**config.mk**
```make
export PLATFORM = sky130hd
export DESIGN_NAME = uart_rx_fifo_ctrl
export DESIGN_NICKNAME = d
export VERILOG_FILES = /design/src/rtl/uart_rx_fifo_ctrl.sv
export SDC_FILE = /design/constraint.sdc
export NUM_CORES = 1
export LEC_CHECK = 0
export BUFFER_PORTS_ARGS = -buffer_cell sky130_fd_sc_hd__buf_2
export CAP_MARGIN = 10
export CORE_MARGIN = 5
export CORE_UTILIZATION = 41
export DETAILED_ROUTE_END_ITERATION = 12
export GPL_TIMING_DRIVEN = 0
export PLACE_DENSITY_LB_ADDON = 0.25
export SYNTH_ARGS = -nofsm -noshare
export SYNTH_HDL_FRONTEND = slang
export SYNTH_SLANG_ARGS = --single-unit
```
**constraint.sdc**
```tcl
create_clock -name clk -period 1.7 [get_ports clk]
set_input_delay 0.17 -clock clk [delete_from_list [all_inputs] [get_ports clk]]
set_output_delay 0.17 -clock clk [all_outputs]
set_load 0.1 [all_outputs]
```
**src/rtl/uart_rx_fifo_ctrl.sv**
```systemverilog
// uart_rx_fifo_ctrl: RX FIFO sequencer, RBR prefetch, RDA/CTO interrupt sources and overrun flag
module uart_rx_fifo_ctrl #(
    parameter int DEPTH         = 16,
    parameter int TIMEOUT_CHARS = 4
) (
    input  logic       clk,
    input  logic       rst,
    input  logic       rx_valid,
    input  logic [7:0] rx_data,
    input  logic       char_tick,
    input  logic       fcr_wr,
    input  logic [7:0] fcr_data,
    input  logic       rbr_rd,
    input  logic       lsr_rd,
    output logic [7:0] rbr_data,
    output logic       rbr_valid,
    output logic       overrun_err,
    output logic       irq_rda,
    output logic       irq_cto,
    output logic       fifo_rst,
    output logic       fifo_en,
    output logic       fifo_push,
    output logic       fifo_pop,
    output logic [7:0] fifo_din,
    output logic [3:0] fifo_thres,
    input  logic [7:0] fifo_dout,
    input  logic       fifo_empty,
    input  logic       fifo_full,
    input  logic       fifo_thres_tri
);
    localparam int CW = $clog2(TIMEOUT_CHARS + 1);
    typedef enum logic [1:0] {EMPTY, CAPT, FULL} state_t;
    state_t state, state_nx;
    logic en, clr, clr_pulse, block, unused_fcr;
    logic [1:0] lvl;
    logic [CW-1:0] cnt;
    assign unused_fcr = ^fcr_data[5:2];
    assign clr = fcr_wr & (fcr_data[1] | (fcr_data[0] != en));
    assign block = en ? fifo_full : (~fifo_empty | rbr_valid);
    assign fifo_push = rx_valid & ~block & ~clr_pulse;
    assign fifo_rst = rst | clr_pulse;
    assign fifo_en = 1'b1;
    assign fifo_din = rx_data;
    assign fifo_thres = lvl == 2'd0 ? 4'd0 : lvl == 2'd1 ? 4'(DEPTH / 4 - 1) :
                        lvl == 2'd2 ? 4'(DEPTH / 2 - 1) : 4'(DEPTH - 3);
    assign irq_rda = rbr_valid & (~en | lvl == 2'd0 | fifo_thres_tri);
    assign irq_cto = en & rbr_valid & (cnt == CW'(TIMEOUT_CHARS));
    // FCR fields and the one-cycle FIFO clear pulse
    always_ff @(posedge clk) begin
        if (rst) begin
            en <= 1'b0;
            lvl <= 2'd0;
            clr_pulse <= 1'b0;
        end else begin
            clr_pulse <= clr;
            if (fcr_wr) begin
                en <= fcr_data[0];
                lvl <= fcr_data[7:6];
            end
        end
    end
    // holding-register state; a FIFO clear forces it back to EMPTY
    always_ff @(posedge clk) begin
        if (rst | clr) state <= EMPTY;
        else state <= state_nx;
    end
    // prefetch sequencing: pop when RBR is free, capture the cycle after
    always_comb begin
        state_nx = state == CAPT ? FULL : (state == FULL & ~rbr_rd) ? FULL : fifo_pop ? CAPT : EMPTY;
    end
    // RBR status and pop strobe, never popping an empty or clearing FIFO
    always_comb begin
        rbr_valid = state == FULL;
        fifo_pop = ~fifo_empty & ~clr & ~clr_pulse & (state == EMPTY | (state == FULL & rbr_rd));
    end
    // capture the FIFO head into RBR
    always_ff @(posedge clk) begin
        if (rst) rbr_data <= 8'd0;
        else if (state == CAPT) rbr_data <= fifo_dout;
    end
    // sticky overrun: a dropped byte wins over the LSR read clear
    always_ff @(posedge clk) begin
        if (rst) overrun_err <= 1'b0;
        else if (rx_valid & block) overrun_err <= 1'b1;
        else if (lsr_rd) overrun_err <= 1'b0;
    end
    // character-timeout counter, saturating
    always_ff @(posedge clk) begin
        if (rst | clr | fifo_push | rbr_rd | ~rbr_valid) cnt <= '0;
        else if (char_tick & cnt != CW'(TIMEOUT_CHARS)) cnt <= cnt + 1'b1;
    end
endmodule
```
Yosys cells after proc, flatten, opt, wreduce, memory -nomap -nowiden --
Index checks and enable logic that the tools add are counted.
Cells by class: reduce and logical (&&, ||, !) cells 4, equal/unequal tests 7, add/sub/neg operators 1, multiplexer cells 9, bitwise logic cells 30
Operators with widths (count):
- AND 1 bit | 13
- two-way mux 4 bit | 3
- bitwise OR 1 bit | 10
- NOT 1 bit | 7
- == test 2 x 1 -> 1 bit, second input constant | 2
- == test 2 bit, second input constant | 2
- zero test 2 bit | 2
- two-way mux 1 bit | 4
- two-way mux 2 bit | 2
- adder 3 x 1 -> 3 bit, second input constant | 1
- == test 3 bit, second input constant | 1
- inequality test 3 bit, second input constant | 1
- OR reduction 3 bit | 1
- nonzero test 2 bit | 1
- inequality test 1 bit | 1
Word-level totals: register bits after elaboration 18, logic and storage cells 59, output and inout bits 28, input port bits 34

Logic depth before layout (Yosys ltp) --
depth after elaboration 10, depth in mapped cells 5, depth with buffers taken out 5

Least setup slack after synthesis --
OpenSTA, ideal clock, no wires.
kind register to output, start reg en, end out fifo_push, data arrival time 2.637 ns, stages on the path, launching flop included 4, path buffers 0, data required time 1.530 ns, path slack -1.107 ns, cells stage by stage dfxtp_1 > nor2b_4 > a31oi_1 > nor3_1
Between the ends: word-level cells in the longest chain between the ends 4
RTL lines:
- start: declaration | line 34 | logic en, clr, clr_pulse, block, unused_fcr;
- start signal: assignment | line 57 | en <= fcr_data[0];
- two-way mux 1 bit | line 39 | assign block = en ? fifo_full : (~fifo_empty | rbr_valid);
- NOT 1 bit | line 40 | assign fifo_push = rx_valid & ~block & ~clr_pulse;
- AND 1 bit (2 in series) | line 40
- end: declaration | line 22 | output logic fifo_push,
Every way passes these cells.

Worst setup path in the final report --
start reg lvl[0], end out fifo_thres[1]
Between the ends: word-level cells in the longest chain between the ends 4, elaborated cells on any way between the ends 6, classes of those cells 2 x eq/ne; 3 x mux; 1 x reduce/logical
RTL lines:
- start: declaration | line 35 | logic [1:0] lvl;
- start signal: assignment | line 58 | lvl <= fcr_data[7:6];
- == test 2 bit | line 45 | lvl == 2'd2 ? 4'(DEPTH / 2 - 1) : 4'(DEPTH - 3);
- two-way mux 4 bit | line 45
- two-way mux 4 bit | line 44 | assign fifo_thres = lvl == 2'd0 ? 4'd0 : lvl == 2'd1 ? 4'(DEPTH / 4 - 1) :
- two-way mux 4 bit (*) | line 44
- end: declaration | line 25 | output logic [3:0] fifo_thres,
Every way passes the cells marked *; elsewhere a longest branch is shown, timed or not.

==> flow_summary_export.csv <==
group,metric,value,unit
global_routing,grt_pass1_vias,887,
route,drt-initial-drc-count,20,
floorplan,initial_core_util,42.43,%
synth,avgSynthCellArea,8.300,um^2
synth,synth_commonest_cells,"dfxtp_1, nand2_1, a21oi_1, inv_1",
global_routing,grt_max_degree,11,
global_routing,met1_usage,13.32,%
place,place_inst,187,
timing,setup_viol,0,
place,port_buffers,47,
route,via_count,902,
setup_path,startpoint_type,"register",
floorplan,core,0.002191,mm^2
global_routing,grtUsageMet2,25.65,%
place,gp_congestion,0.7534,
timing,setup_tns,0,ns
timing,maxSlewViolCount,0,
power,power,1148,uW
finish,layout-drive-gt1-share,44.17,%
timing,rsz0062_at_grt,"false",
cts,clk-insertion-delay-late,0.29,ns
power,p_leak,0.0006189,uW
synth,ys_ff_latch,18,
global_routing,busiest_layer,"met2",
route,route.detailed.drc,0,
floorplan,rows,17,
synth,synth.most_common_cell,"dfxtp_1",
power,p_per_area,902.4,mW/mm^2
route,routed_wl,2245,um
setup_path,cp_max_fo,4,
place,placed_area,0.001216,mm^2
cts,clk_pin_slew,0.10,ns
synth,yosys_warnings,0,
synth,synth_nets,151,
synth,netlist_area,929.6,um^2
timing,finalCritPeriodShare,94.44,%
cts,htree_levels,1,
floorplan,die_h,57.62,um
route,dr.pass1.iters,4,
timing,hold_viol_final,0,
timing,fmax,0.6229,GHz
finish,fillCellCount,216,
power,vdd_drop_max,0.5976,mV
route,via_per_inst,4.723,
global_routing,grt_overflow,0,
synth,synth_top_cells_by_area,"dfxtp_1, buf_4, ha_1",
place,dp_hpwl,1848,um
cts,clock_path_buffers,2,
status,status,"complete, no violations",
cts,cts_tree,"built",
global_routing,grtUsageTotal,13.69,%
timing,min_period,1.606,ns
finish,area_delta_synth_final,36.88,%
global_routing,antenna_found_initial,0,
cts,cts_buffers,3,
global_routing,grt_pass1_wl,3601,um
synth,synth_edf_count,0,
floorplan,ioPinCount,62,
route,postRouteAntennaNets,0,
setup_path,crit_required,1.53,ns
finish,insertedDiodeCount,0,
synth,ys.flop_type,"dfxtp_1",
setup_path,critPathArrivalTime,1.44,ns
synth,synthDistinctLibCells,29,
synth,yosysSeqAreaShare,38.76,%
finish,fin_area,0.001272,mm^2
synth,synth_top_area_cell,"dfxtp_1",
finish,final_net_count,203,
job,cap_violations,0,
synth,yosysTopAreaCellShare,38.76,%
finish,fin_cells,191,
cts,clock-sinks,18,
setup_path,setup.worst_path.end_class,"output port",
floorplan,die_w,57.62,um
synth,synth_cells,112,
global_routing,grtUsageMet3,5.791,%
synth,async_flop_share,0,%
setup_path,critPathKind,"register to output port",
floorplan,die-area,0.003319,mm^2
worst_hold_path,hold_path.class,"primary input to register",
cts,cts_root_buffer,"clkbuf_4",
route,wire_per_inst,11.75,um
timing,fin_skew,0.002757,ns
==> kinds of logic (layout without fill, tap and decap cells) <==
group	Yosys count	count (layout)	share of synthesized area, %
simple gates	40	40	22.21
buf+inv	23	74	12.92
compound gates	19	19	12.79
flops	18	18	38.76
fa+ha+maj	5	5	6.729
mux	4	4	4.307
xor+xnor	2	2	1.885
other cells	1	1	0.4034
==> metrics by stage <==
step	setup slack, ns	hold slack (ns)	util, %
final	0.09449	0.1062	58.08
after global routing	0.008042	0.09940	58.08
after CTS	0.01698	0.1021	57.51
after detailed placement	0.2544	0.4129	55.51
after global placement	0.2750	0.4105	55.51
after floorplan	-0.2693	0.2391	-
==> worst max-delay path, stage by stage (launching register included) <==
cell     delay (ns)
dfxtp_1        0.40
inv_1          0.06
ha_1           0.26
buf_2          0.41
==> worst paths after layout <==
path,from,end,slack [ns],cells after the start
worst max-delay path,lvl[0],fifo_thres[1],0.09,3
worst min-delay path,rst,rbr_data[5],0.11,2
worst min register to register,rbr_data[1],rbr_data[1],0.46,2
worst max register to register,cnt[0],cnt[1],0.25,5
==> repair_timing <==
action                                  CTS  global route
endpoints found under the setup margin    3             6
setup buffers                             0             0
gates resized for setup                   3             5
endpoints found under the hold margin     0             0
hold buffers                              0             0
==> layout make-up <==
| cell class | count | area [um^2] | share of cell area [%] |
|---|---|---|---|
| multi-input cells | 71 | 465.4 | 36.58 |
| flip-flops and latches | 18 | 361.6 | 28.42 |
| repair buffers | 47 | 254.0 | 19.96 |
| plain buffers | 13 | 82.58 | 6.490 |
| inverters | 10 | 37.54 | 2.950 |
| clock buffers | 4 | 36.28 | 2.852 |
| well taps | 28 | 35.03 | 2.753 |
==> power breakdown <==
part / internal, uW / total [uW] / switching (uW)
clock network: 130 / 257 / 126
logic: 96.7 / 438 / 341
registers: 440 / 454 / 13.8
total: 667 / 1150 / 481
==> sequential cells by signal (all words and copies together) (netlist names) <==
signal,flops
clr_pulse,1
cnt,3
en,1
lvl,2
overrun_err,1
rbr_data,8
state,2
==> cell usage in the layout, fill, tap and decap left out, drive strengths merged, types with 2 or more instances in the layout <==
cell type   n
or2         2
nor3        4
mux2i       4
a21oi      11
nor2        9
dfxtp      18
nand2b      3
ha          5
nand2      16
clkbuf     10
o21a        2
inv        10
nor2b       3
buf        54
a311o       2
==> routing by layer <==
| metal | part of all wire (%) | routed length [um] |
|---|---|---|
| met1 | 36 | 816 |
| met3 | 8.7 | 195 |
| met2 | 54 | 1205 |
| met4 | 1.2 | 27 |
| met5 | 0 | 0 |
Power figures use the tool's default switching activity.
